$ cat src/rtl/vga_circle_ctrl.sv
// vga_circle_ctrl
// ---------------------------------------------------------------------------
// Frame-synchronous animation controller for the VGA circle renderer.
// Once per FRAME_DIV vsync rising edges it recomputes the circle's radius
// (from latched grow/shrink key requests), its center (constant-speed bounce
// inside the active area) and its fill color (next palette entry on any
// wall bounce). New values are built in shadow registers and committed in a
// single cycle, so the pixel generator never sees a mixed parameter set.
//
// Ports
//   clk        in   1   system/pixel clock
//   rst_n      in   1   synchronous active-low reset
//   vsync      in   1   vertical sync from the timing generator (high = pulse)
//   run        in   1   1 = motion enabled, 0 = center frozen
//   key_grow   in   1   one-cycle request: radius += R_STEP
//   key_shrink in   1   one-cycle request: radius -= R_STEP
//   cx         out  10  circle center x
//   cy         out  10  circle center y
//   radius     out  10  circle radius
//   color      out  16  RGB565 fill color
//   upd_done   out  1   one-cycle pulse when new parameters are committed
//
// Handshake: there is no valid/ready pair here. key_grow/key_shrink are
// fire-and-forget pulses captured into sticky flags; upd_done is a pure
// notification pulse with no back-pressure.
// ---------------------------------------------------------------------------
module vga_circle_ctrl #(
    parameter int H_ACTIVE  = 640,
    parameter int V_ACTIVE  = 480,
    parameter int X0        = 320,
    parameter int Y0        = 240,
    parameter int R0        = 40,
    parameter int R_MIN     = 16,
    parameter int R_MAX     = 96,
    parameter int R_STEP    = 4,
    parameter int STEP      = 2,
    parameter int FRAME_DIV = 1
) (
    input  logic        clk,
    input  logic        rst_n,
    input  logic        vsync,
    input  logic        run,
    input  logic        key_grow,
    input  logic        key_shrink,
    output logic [9:0]  cx,
    output logic [9:0]  cy,
    output logic [9:0]  radius,
    output logic [15:0] color,
    output logic        upd_done
);

    localparam logic [7:0]         DIV_LAST = 8'(FRAME_DIV - 1);
    localparam logic [10:0]        R_MIN_W  = 11'(R_MIN);
    localparam logic [10:0]        R_MAX_W  = 11'(R_MAX);
    localparam logic [10:0]        R_STEP_W = 11'(R_STEP);
    localparam logic signed [10:0] STEP_S   = 11'(STEP);
    localparam logic signed [10:0] H_LIM    = 11'(H_ACTIVE - 1);
    localparam logic signed [10:0] V_LIM    = 11'(V_ACTIVE - 1);

    typedef enum logic [2:0] {
        IDLE   = 3'd0,
        CALC_R = 3'd1,
        CALC_X = 3'd2,
        CALC_Y = 3'd3,
        COMMIT = 3'd4
    } state_t;

    // Result of one axis step: new position, new direction, bounce flag.
    typedef struct packed {
        logic signed [10:0] pos;
        logic               neg;
        logic               bounce;
    } axis_t;

    state_t             state;
    logic               vs_q;
    logic               trig;
    logic [7:0]         div_cnt;
    logic               pend_grow;
    logic               pend_shrink;
    logic               dx_neg;
    logic               dy_neg;
    logic [2:0]         pal_idx;

    // Shadow values, only visible on the outputs after COMMIT.
    logic [10:0]        r_n;
    logic signed [10:0] x_n;
    logic signed [10:0] y_n;
    logic               dx_n_neg;
    logic               dy_n_neg;
    logic               bounce_x;
    logic               bounce_y;

    logic [10:0]        r_cur;
    logic [10:0]        r_grow;
    logic [10:0]        r_shrink;
    logic [10:0]        r_calc;
    axis_t              ax;
    axis_t              ay;

    function automatic logic [15:0] palette(input logic [2:0] idx);
        case (idx)
            3'd0:    palette = 16'hF800;
            3'd1:    palette = 16'hFFE0;
            3'd2:    palette = 16'h07E0;
            3'd3:    palette = 16'h07FF;
            3'd4:    palette = 16'h001F;
            3'd5:    palette = 16'hF81F;
            3'd6:    palette = 16'hFFFF;
            default: palette = 16'hFD20;
        endcase
    endfunction

    // One axis update: move by STEP in the current direction; if the circle
    // would cross a wall, clamp it against that wall and reverse. The clamp
    // also pulls back a circle that grew past the wall.
    function automatic axis_t axis_step(input logic [9:0]         pos,
                                        input logic               neg,
                                        input logic [10:0]        r,
                                        input logic signed [10:0] lim,
                                        input logic               en);
        axis_t              res;
        logic signed [10:0] p;
        logic signed [10:0] rs;
        logic signed [10:0] t;
        p          = signed'({1'b0, pos});
        rs         = signed'(r);
        t          = p;
        res.pos    = p;
        res.neg    = neg;
        res.bounce = 1'b0;
        if (en) begin
            if (!neg) begin
                t = p + STEP_S;
                if (t + rs > lim) begin
                    res.pos    = lim - rs;
                    res.neg    = 1'b1;
                    res.bounce = 1'b1;
                end else begin
                    res.pos = t;
                end
            end else begin
                t = p - STEP_S;
                if (t < rs) begin
                    res.pos    = rs;
                    res.neg    = 1'b0;
                    res.bounce = 1'b1;
                end else begin
                    res.pos = t;
                end
            end
        end
        return res;
    endfunction

    assign trig = vsync & ~vs_q;

    always_comb begin
        r_cur    = {1'b0, radius};
        r_grow   = r_cur + R_STEP_W;
        r_shrink = r_cur - R_STEP_W;
        r_calc   = r_cur;
        // Simultaneous grow and shrink cancel out.
        if (pend_grow && !pend_shrink) begin
            r_calc = (r_grow > R_MAX_W) ? R_MAX_W : r_grow;
        end else if (pend_shrink && !pend_grow) begin
            // Compare before subtracting so a small radius cannot wrap.
            r_calc = (r_cur < R_MIN_W + R_STEP_W) ? R_MIN_W : r_shrink;
        end
    end

    assign ax = axis_step(cx, dx_neg, r_n, H_LIM, run);
    assign ay = axis_step(cy, dy_neg, r_n, V_LIM, run);

    always_ff @(posedge clk) begin
        if (!rst_n) begin
            state       <= IDLE;
            vs_q        <= 1'b1;  // vsync already high at release is not an edge
            div_cnt     <= 8'd0;
            pend_grow   <= 1'b0;
            pend_shrink <= 1'b0;
            dx_neg      <= 1'b0;
            dy_neg      <= 1'b0;
            pal_idx     <= 3'd0;
            r_n         <= 11'(R0);
            x_n         <= 11'(X0);
            y_n         <= 11'(Y0);
            dx_n_neg    <= 1'b0;
            dy_n_neg    <= 1'b0;
            bounce_x    <= 1'b0;
            bounce_y    <= 1'b0;
            cx          <= 10'(X0);
            cy          <= 10'(Y0);
            radius      <= 10'(R0);
            color       <= 16'hF800;
            upd_done    <= 1'b0;
        end else begin
            vs_q        <= vsync;
            upd_done    <= 1'b0;
            pend_grow   <= pend_grow | key_grow;
            pend_shrink <= pend_shrink | key_shrink;

            case (state)
                IDLE: begin
                    if (trig) begin
                        if (div_cnt == DIV_LAST) begin
                            div_cnt <= 8'd0;
                            state   <= CALC_R;
                        end else begin
                            div_cnt <= div_cnt + 8'd1;
                        end
                    end
                end
                CALC_R: begin
                    r_n         <= r_calc;
                    // Consume pending requests; a pulse in this very cycle
                    // survives for the next update.
                    pend_grow   <= key_grow;
                    pend_shrink <= key_shrink;
                    state       <= CALC_X;
                end
                CALC_X: begin
                    x_n      <= ax.pos;
                    dx_n_neg <= ax.neg;
                    bounce_x <= ax.bounce;
                    state    <= CALC_Y;
                end
                CALC_Y: begin
                    y_n      <= ay.pos;
                    dy_n_neg <= ay.neg;
                    bounce_y <= ay.bounce;
                    state    <= COMMIT;
                end
                COMMIT: begin
                    cx       <= x_n[9:0];
                    cy       <= y_n[9:0];
                    radius   <= r_n[9:0];
                    dx_neg   <= dx_n_neg;
                    dy_neg   <= dy_n_neg;
                    // A corner hit still advances the palette only once.
                    if (bounce_x || bounce_y) begin
                        pal_idx <= pal_idx + 3'd1;
                        color   <= palette(pal_idx + 3'd1);
                    end
                    upd_done <= 1'b1;
                    state    <= IDLE;
                end
                default: state <= IDLE;
            endcase
        end
    end

endmodule
$ cat config.mk
export PLATFORM = sky130hd
export DESIGN_NAME = vga_circle_ctrl
export DESIGN_NICKNAME = d
export VERILOG_FILES = /design/src/rtl/vga_circle_ctrl.sv
export SDC_FILE = /design/constraint.sdc
export NUM_CORES = 1
export LEC_CHECK = 0
export BUFFER_PORTS_ARGS = -buffer_cell sky130_fd_sc_hd__buf_2
export CORE_ASPECT_RATIO = 1.25
export CORE_MARGIN = 2
export CORE_UTILIZATION = 60
export CTS_CLUSTER_DIAMETER = 200
export CTS_CLUSTER_SIZE = 10
export DETAILED_ROUTE_END_ITERATION = 10
export PLACE_DENSITY = 0.8
export SLEW_MARGIN = 20
export SYNTH_ARGS = -nofsm -noshare
export SYNTH_HDL_FRONTEND = slang
export SYNTH_SLANG_ARGS = --single-unit
$ cat constraint.sdc
create_clock -name clk -period 7.2 [get_ports clk]
set_clock_uncertainty 0.1 [all_clocks]
set_input_delay 0 -clock clk [delete_from_list [all_inputs] [get_ports clk]]
set_output_delay 0 -clock clk [all_outputs]
set_load 0.02 [all_outputs]
======== Word level (Yosys, flattened, before mapping) ========
Index checks and enable logic that the tools add are counted.
word-level totals
  flip-flop bits (word level) ............. 101
  bits in latches ......................... 0
  bits in writable memories ............... 0
  ROM bits ................................ 0
  input bits .............................. 6
  output and inout bits ................... 47
  logic and storage cells ................. 89
  memories kept ........................... 0
cells by class
  add/subtract/negate cells ............... 12
  multipliers ............................. 0
  divide/modulo/power cells ............... 0
  order comparisons ....................... 6
  eq/ne operators ......................... 12
  shift-type cells ........................ 0
  mux-type cells .......................... 24
  bitwise gates (word level) .............. 4
  reductions and logical operators ........ 11
operators by type and width
  cell                                                   number
  one-hot mux 16 bit (7 select lines)                    1
  two-way mux 12 bit                                     4
  two-way mux 11 bit                                     4
  two-way mux 10 bit                                     4
  adder 10 x 2 -> 11 bit (second input constant)         2
  adder 11 bit                                           2
  < comparator 11 bit                                    2
  subtractor 10 x 2 -> 11 bit (second input constant)    2
  subtractor 10 bit (first input constant)               2
  == test 3 x 2 -> 1 bit (second input constant)         4
  == test 3 bit (second input constant)                  4
  one-hot mux 3 bit (4 select lines)                     1
  adder 10 x 3 -> 11 bit (second input constant)         1
  > comparator 11 x 10 -> 1 bit (second input constant)  1
  > comparator 11 bit (second input constant)            1
  > comparator 11 x 7 -> 1 bit (second input constant)   1
  subtractor 10 x 3 -> 11 bit (second input constant)    1
  < comparator 10 x 5 -> 1 bit (second input constant)   1
  adder 8 x 1 -> 8 bit (second input constant)           1
  logical NOT 8 bit                                      1
  two-way mux 2 bit                                      4
  two-way mux 8 bit                                      1
  == test 3 x 1 -> 1 bit (second input constant)         2
  logical NOT 3 bit                                      2
  11 further kinds                                       20

======== Longest topological paths before layout ========
Gate-level depths: netlist of run 1.
  word-level depth ........................ 6
  depth in mapped cells ................... 15
  gate-level depth less buffers ........... 13

======== Worst setup path before layout of run 1 ========
Ideal clock, no wire load.
  path type ............................... reg-to-reg
  start point ............................. register cx[3]
  end point ............................... register x_n[9]
  setup time .............................. 120 ps
  arrival time ............................ 3330 ps
  required time ........................... 6980 ps
  slack ................................... 3650 ps
  cell stages (with the launch flop) ...... 14
  path buffers ............................ 1
  clock period less this slack ............ 3550 ps
  path through ............................ dfxtp_1 -> buf_4 -> nand4_2 -> or2_2 -> xnor2_1 -> ha_1 -> a21o_1 -> a211o_1 -> nor4_1 -> o21ai_1 -> o22a_4 -> nor2_2 -> mux2_1 -> o31a_1
between the ends
  longest elaborated chain between the ends .. 6
  elaborated cells on any way between the ends .. 9
  classes of those cells .................. add/sub: 3; order compare: 2; mux: 4
ends and longest elaborated chain
  element                 line  text
  start, declared         45    output logic [9:0] cx,
  start signal, assigned  192   cx <= 10'(X0);
  start signal, assigned  235   cx <= x_n[9:0];
  adder 10 x 2 -> 11 bit  134   t = p + STEP_S;
  adder 11 bit            135   if (t + rs > lim) begin
  > comparator 11 bit     135
  two-way mux 10 bit      135
  two-way mux 12 bit *    133   if (!neg) begin
  two-way mux 12 bit *    132   if (en) begin
  end signal, assigned    186   x_n <= 11'(X0);
  end signal, assigned    223   x_n <= ax.pos;
  end, declared           87    logic signed [10:0] x_n;
Every way passes the cells marked *; elsewhere a longest branch is shown, timed or not.
A chain may end at the register's enable or synchronous reset.

======== Final worst setup path of run 1 ========
  start point ............................. register cy[1]
  end point ............................... register y_n[4]
between the ends
  longest elaborated chain between the ends .. 6
  elaborated cells on any way between the ends .. 9
  classes of those cells .................. add/sub: 3; order compare: 2; mux: 4
ends and longest elaborated chain
  element                        line  text
  start, declared                46    output logic [9:0] cy,
  start signal, assigned         193   cy <= 10'(Y0);
  start signal, assigned         236   cy <= y_n[9:0];
  adder 10 x 2 -> 11 bit         134
  adder 11 bit                   135
  > comparator 11 x 10 -> 1 bit  135
  two-way mux 10 bit             135
  two-way mux 12 bit *           133
  two-way mux 12 bit *           132
  end signal, assigned           187   y_n <= 11'(Y0);
  end signal, assigned           229   y_n <= ay.pos;
  end, declared                  88    logic signed [10:0] y_n;
Marks and branches as above.

==> results.json, run 1 <==
{
  "clock-sinks": 89,
  "synth_top_area_share_pct": 25.82,
  "crit_fanout": 13,
  "tritoncts": "done",
  "synth_area_leaders": "dfxtp_1, ha_1, nand2_1, a21oi_1, xnor2_1",
  "critPathSlowestCell": "o21a_1",
  "htreeDepth": 3,
  "rsz0062_at_grt": "false",
  "syn_area_per_cell_sq_um": 7.870,
  "ant_nets": 0,
  "drive_above_1_share_pct": 12.77,
  "clkPwrFrac_pct": 43.8,
  "syn_to_final_growth_pct": 6.708,
  "register_area_sq_mm": 0.001782,
  "clock.fmax_mhz": 255.5,
  "synth_largest_area_cell": "dfxtp_1",
  "p_leak_nw": 3.066,
  "ir_drop_v": 0.0001172,
  "grt_usage_pct": 32.80,
  "hold_class": "primary input to flop",
  "swShare_pct": 27.47,
  "p_sw_mw": 0.2929,
  "status": "finished, final reports clean",
  "drv_slew": 0,
  "critical_path_class": "flop to flop",
  "fin_crit_sh_pct": 54.35,
  "cpLargestDelayFamily": "compound AO/OA/AOI/OAI gates",
  "ys_top_cells_by_count": "nand2_1, dfxtp_1, a21oi_1",
  "synth.most_common_cell": "nand2_1",
  "yosysWarnings": 0,
  "core_area_sq_mm": 0.01114,
  "clk_latency_ns": 0.35,
  "pwr-share-comb_pct": 8.3,
  "cts_buffer_depth": 2,
  "dpl.hpwl_microns": 14460,
  "place_ws_ns": 3.366,
  "grt_pass1_vias": 6323,
  "nNetsFinal": 949,
  "root_buffer": "clkbuf_16",
  "stdcell_area_sq_mm": 0.007365,
  "synth_edf_count": 0,
  "synth_nets": 946,
  "arrival_ns": 4.06,
  "slew-limit-headroom_pct": 27.52,
  "cp-end-kind": "flop",
  "die-area_sq_mm": 0.01238,
  "cp.required_ns": 7.34,
  "rows": 43,
  "worstMarginPinSlew_ns": 1.085,
  "whs_ns": 0.07938,
  "ys_types": 92,
  "cts_buffers": 9,
  "n_fill_cell": 963,
  "crit_chain": "inv_1 > ha_1 > inv_1 > nor3_1 > xor2_1 > ha_1 > o21a_1 > o211ai_1 > a31oi_1 > o21a_1 > mux2_2 > o221a_2 > a221o_1",
  "portBuffers": 52,
  "drt_iter0_drc": 495,
  "p_seq_share_pct": 48.0,
  "p_int_mw": 0.7731,
  "syn_inst": 877,
  "start_kind": "flop",
  "grt_max_degree": 55,
  "wirelength_microns": 19950,
  "synthArstFlopShare_pct": 0,
  "overflow": 0,
  "path_clk_slew_ns": 0.07,
  "die_x_microns": 99.93,
  "multiInputGateArea_sq_mm": 0.004674,
  "drc": 0,
  "hold_viol_final": 0,
  "gp_congestion": 0.9718,
  "antenna_found_initial": 0,
  "finalSetupViolations": 0,
  "grt_first_pass_wirelength_microns": 32060,
  "route.vias.total": 6621,
  "die_h_microns": 123.9,
  "max_stage_delay_ns": 0.58,
  "firstDrtPassIters": 5,
  "cap_violations": 0,
  "yosysSeqAreaShare_pct": 25.82,
  "crit_buf_inv": 2,
  "synth_seq_cells": 89,
  "tns_ns": 0,
  "p_per_area_mw_per_mm2": 144.7,
  "vias_per_cell": 6.491,
  "placed_area_sq_mm": 0.007037,
  "synth_flop_cell": "dfxtp_1",
  "start_util_pct": 61.97,
  "cts_resized": 0,
  "power_mw": 1.066,
  "netlist_area_sq_mm": 0.006902,
  "avgRoutedWirePerCell_microns": 19.56,
  "diodes": 0,
  "io_pins": 53,
  "fin_ws_ns": 3.287,
  "fin_crit_ns": 3.913
}
-- sequential cells by signal (all words and copies together), names as in the netlist --
name and cells:
bounce_x 1, cy 10, radius 10, upd_done 1
x_n 10, color 4, pal_idx 3, dy_neg 1
y_n 10, dx_n_neg 1, r_n 11, bounce_y 1
vs_q 1, dy_n_neg 1, state 3, pend_shrink 1
cx 10, div_cnt 8, pend_grow 1, dx_neg 1
-- cells by family (layout without fill, tap and decap cells) --
family	after synthesis	after routing	share of synthesized area [%]
flip-flops	89	89	25.82
multiplexers	18	18	2.792
XOR/XNOR	54	54	7.651
AND/OR/NAND/NOR	322	322	22.52
adder cells (fa/ha/maj)	63	63	11.64
AO/OA/AOI/OAI	229	229	23.10
buffers and inverters	102	110	6.490
-- what timing repair did --
item | in CTS | in global routing
buffers inserted | 0 | 0
hold buffers | 3 | 0
endpoints found under the hold margin | 3 | 0
setup endpoints to repair | 0 | 0
-- layer usage --
| layer | up-vias | GRT usage, % | routed length (microns) |
|---|---|---|---|
| met5 | - | 0 | 0 |
| met4 | 0 | 17.81 | 865 |
| met3 | 68 | 4.545 | 1373 |
| met2 | 315 | 57.39 | 9850 |
| met1 | 3106 | 38.81 | 7864 |
| li1 | 3132 | - | - |
-- worst paths after layout --
check | slack, ns | start | cells after the start | end
setup / recovery | 3.29 | cy[1] | 13 | y_n[4]
hold reg to reg | 0.35 | dx_n_neg | 2 | dx_neg
hold / removal | 0.08 | rst_n | 2 | cy[7]
setup reg to reg | 3.29 | cy[1] | 13 | y_n[4]
-- stage by stage --
| stage | utilization [%] | std cells |
|---|---|---|
| floorplan | - | 877 |
| global placement | 63.18 | 1001 |
| detailed placement | 63.18 | 1001 |
| CTS | 66.10 | 1020 |
| global route | 66.13 | 1020 |
| finish | 66.13 | 1020 |
-- power by group through the flow --
stage               Combinational [mW]  Clock, mW  Sequential (mW)
floorplan                       0.0672          0            0.515
global placement                0.0818          0            0.521
detailed placement              0.0851          0            0.522
CTS                             0.0868      0.468            0.510
global route                    0.0970      0.491            0.511
finish                          0.0883      0.466            0.511
-- cell type report --
cell class | instances | share of cell area (%)
Sequential cell | 89 | 24.19
Timing Repair Buffer | 57 | 4.145
Clock inverter | 7 | 0.9514
Multi-Input combinational cell | 686 | 63.47
Inverter | 37 | 1.886
Clock buffer | 9 | 3.058
Tap cell | 135 | 2.294
-- cells in the final DEF (no fill, tap or decap), types with 9 or more instances in the layout --
cell / netlist / final
o21ai_0: 28 / 28
clkbuf_16: 0 / 9
nor2b_1: 10 / 10
xor2_1: 19 / 19
o211ai_1: 15 / 15
mux2i_1: 11 / 11
nor3_1: 24 / 24
xnor2_1: 30 / 30
nand2_1: 126 / 125
a21oi_1: 77 / 77
nor2_1: 61 / 61
nand3_1: 37 / 37
dfxtp_1: 89 / 89
buf_2: 4 / 52
inv_1: 34 / 34
ha_1: 61 / 61
a211oi_1: 15 / 15
-- worst register-to-register path, stage by stage, from the launching register on --
cell,delay (ns)
dfxtp_1,0.57
inv_1,0.27
ha_1,0.29
inv_1,0.09
nor3_1,0.06
xor2_1,0.19
ha_1,0.30
o21a_1,0.11
o211ai_1,0.08
a31oi_1,0.23
o21a_1,0.58
mux2_2,0.41
o221a_2,0.22
a221o_1,0.31
Note: power is estimated with default switching activity, not from simulation.
==> run 2, diff against run 1 <==
--- a/config.mk
+++ b/config.mk
@@ -5,6 +5,7 @@
 export SDC_FILE = /design/constraint.sdc
 export NUM_CORES = 1
 export LEC_CHECK = 0
+export ABC_AREA = 1
 export BUFFER_PORTS_ARGS = -buffer_cell sky130_fd_sc_hd__buf_2
 export CORE_ASPECT_RATIO = 1.25
 export CORE_MARGIN = 2
==> constraint.sdc (replaced) <==
create_clock -name clk -period 4 [get_ports clk]
set_clock_uncertainty 0.1 [all_clocks]
set_input_delay 0 -clock clk [delete_from_list [all_inputs] [get_ports clk]]
set_output_delay 0 -clock clk [all_outputs]
set_load 0.02 [all_outputs]
==> results.json, run 2 <==
{
  "vias_per_cell": 5.624,
  "swShare_pct": 29.00,
  "synth_area_leaders": "dfxtp_1, nand2_1, ha_1, inv_1, a21oi_1",
  "start_util_pct": 61.59,
  "regMostFlops": "r_n",
  "route.vias.total": 7238,
  "yosysSeqAreaShare_pct": 24.90,
  "max_stage_delay_ns": 0.47,
  "critPathSlowestCell": "dfxtp_1",
  "die_x_microns": 101.7,
  "place_ws_ns": 0.4606,
  "synth_top_area_share_pct": 24.90,
  "tritoncts": "done",
  "cp-end-kind": "flop",
  "final_cell_mix": "nand2_1, inv_1, a21oi_1",
  "syn_inst": 1100,
  "grt_first_pass_wirelength_microns": 31810,
  "grt_max_degree": 51,
  "synthArstFlopShare_pct": 0,
  "crit_end": "y_n[8]",
  "cts_buffer_depth": 2,
  "ys_top_cells_by_count": "nand2_1, inv_1, a21oi_1",
  "crit_start": "cy[1]",
  "avgRoutedWirePerCell_microns": 15.06,
  "core_area_sq_mm": 0.01162,
  "drt_iter0_drc": 616,
  "clk_latency_ns": 0.35,
  "htreeDepth": 3,
  "stdcell_area_sq_mm": 0.007716,
  "r2r-end": "y_n[8]",
  "hold_class": "primary input to flop",
  "clkPwrFrac_pct": 41.7,
  "drive_above_1_share_pct": 10.04,
  "ir_drop_v": 0.0003105,
  "start_kind": "flop",
  "nNetsFinal": 1191,
  "rsz0062_at_grt": "false",
  "slew-limit-headroom_pct": 43.21,
  "die-area_sq_mm": 0.01282,
  "hold_viol_final": 0,
  "fin_crit_ns": 3.525,
  "netlist_area_sq_mm": 0.007154,
  "root_buffer": "clkbuf_16",
  "ant_nets": 0,
  "cts_buffers": 9,
  "clock-sinks": 89,
  "synth.most_common_cell": "nand2_1",
  "fin_crit_sh_pct": 88.12,
  "placed_area_sq_mm": 0.007390,
  "fin_ws_ns": 0.4751,
  "grt_usage_pct": 31.01,
  "syn_to_final_growth_pct": 7.852,
  "r2r_start": "cy[1]",
  "die_h_microns": 126.1,
  "io_pins": 53,
  "p_int_mw": 1.479,
  "power_mw": 2.083,
  "drc": 1,
  "worstMarginPinSlew_ns": 0.8519,
  "crit_top_cell": "nand2_1",
  "status": "finished, violations left",
  "antenna_found_initial": 0,
  "syn_area_per_cell_sq_um": 6.504,
  "largest_register_ffs": 11,
  "p_per_area_mw_per_mm2": 269.9,
  "crit_fanout": 11,
  "cap_violations": 0,
  "cp.required_ns": 4.18,
  "rr_worst_depth": 20,
  "path_clk_slew_ns": 0.07,
  "critical_path_class": "flop to flop",
  "p_leak_nw": 3.737,
  "ff2ff_setup_slack_ns": 0.48,
  "p_sw_mw": 0.6040,
  "portBuffers": 52,
  "arrival_ns": 3.70,
  "firstDrtPassIters": 11,
  "pwr-share-comb_pct": 14.0,
  "drv_slew": 0,
  "p_seq_share_pct": 44.3,
  "tns_ns": 0,
  "synth_largest_area_cell": "dfxtp_1",
  "grt_pass1_vias": 6695,
  "layout_commonest_cell": "nand2_1",
  "synth_flop_cell": "dfxtp_1",
  "synth_seq_cells": 89,
  "overflow": 0,
  "violations": "design-rule violations",
  "crit_chain": "clkinvlp_4 > ha_1 > nand2_1 > nor2_1 > nand3_1 > nor3_1 > xor2_1 > inv_1 > ha_1 > nand2_1 > a21oi_1 > nor2_1 > nand4_2 > nand2_1 > nand2_1 > nor2_1 > nor2_1 > nand3_1 > nand2_1 > a21oi_1",
  "gp_congestion": 0.9813,
  "ys_types": 45,
  "synth_edf_count": 0,
  "synth_nets": 1169,
  "yosysWarnings": 0,
  "clock.fmax_mhz": 283.7,
  "diodes": 0,
  "finalSetupViolations": 0,
  "rows": 44,
  "wirelength_microns": 19380,
  "dpl.hpwl_microns": 14070
}
==> run 2: critical path, delay by kind of cell (launching register included) <==
| kind | cells | cell delay (ns) |
|---|---|---|
| compound gates | 2 | 0.16 |
| xor+xnor | 1 | 0.18 |
| fa+ha+maj | 2 | 0.60 |
| buf+inv | 2 | 0.37 |
| flops | 1 | 0.47 |
| simple gates | 13 | 1.57 |
==> run 2: power groups by stage <==
stage	combinational, mW	sequential [mW]	clock, mW
after CTS	0.286	0.921	0.872
after global routing	0.330	0.923	0.902
final	0.291	0.922	0.869
after detailed placement	0.282	0.941	0
after global placement	0.277	0.941	0
after floorplan	0.224	0.933	0
==> run 2: worst min path at each step <==
stage                     cells past startpoint  slack (ns)  endpoint   from
after CTS                                     3        0.04  dx_n_neg    run
after floorplan                               2      -0.004      vs_q  vsync
final                                         3        0.06  dx_n_neg    run
after global placement                        3        0.09      vs_q  vsync
after detailed placement                      3         0.1      vs_q  vsync
after global routing                          3         0.1  dx_n_neg    run
==> run 2: cells by family after synthesis <==
logic type	after synthesis	share of synthesized area (%)
simple gates	501	31.44
buf+inv	207	12.03
compound gates	202	15.37
flops	89	24.90
fa+ha+maj	63	11.23
xor+xnor	38	5.019
==> run 2: final cells by class <==
class	instances	area (sq um)
Sequential cell	89	1782
Inverter	157	593.1
Clock inverter	5	63.81
Multi-Input combinational cell	804	4512
Clock buffer	10	229.0
Fill cell	1090	3900
Tap cell	161	201.4
Timing Repair Buffer	61	335.3
==> run 2: stage by stage <==
| stage | utilization [%] | cells | hold slack, ns |
|---|---|---|---|
| 6_report | 66.43 | 1287 | 0.05667 |
| 3_3_place_gp | 63.61 | 1269 | 0.08793 |
| 5_1_grt | 66.43 | 1287 | 0.09598 |
| 3_5_place_dp | 63.61 | 1269 | 0.09845 |
| 4_1_cts | 66.39 | 1287 | 0.03721 |
| 2_1_floorplan | - | 1100 | -0.003633 |
==> run 2: routing by layer <==
| metal | share of wire, % | GRT usage, % | vias to the layer above | routed length, microns |
|---|---|---|---|---|
| met5 | 0 | 0 | - | 0 |
| met4 | 3.6 | 13.20 | 0 | 707 |
| met3 | 7.1 | 4.440 | 59 | 1370 |
| met2 | 48 | 52.59 | 270 | 9217 |
| met1 | 42 | 38.70 | 3281 | 8088 |
| li1 | - | - | 3628 | - |
==> run 2: timing repair <==
action / 4_1_cts / 5_1_grt
endpoints found under the hold margin: 4 / 0
endpoints found under the setup margin: 0 / 2
hold buffers: 3 / 0
gates resized for setup: 0 / 1
setup buffers: 0 / 0
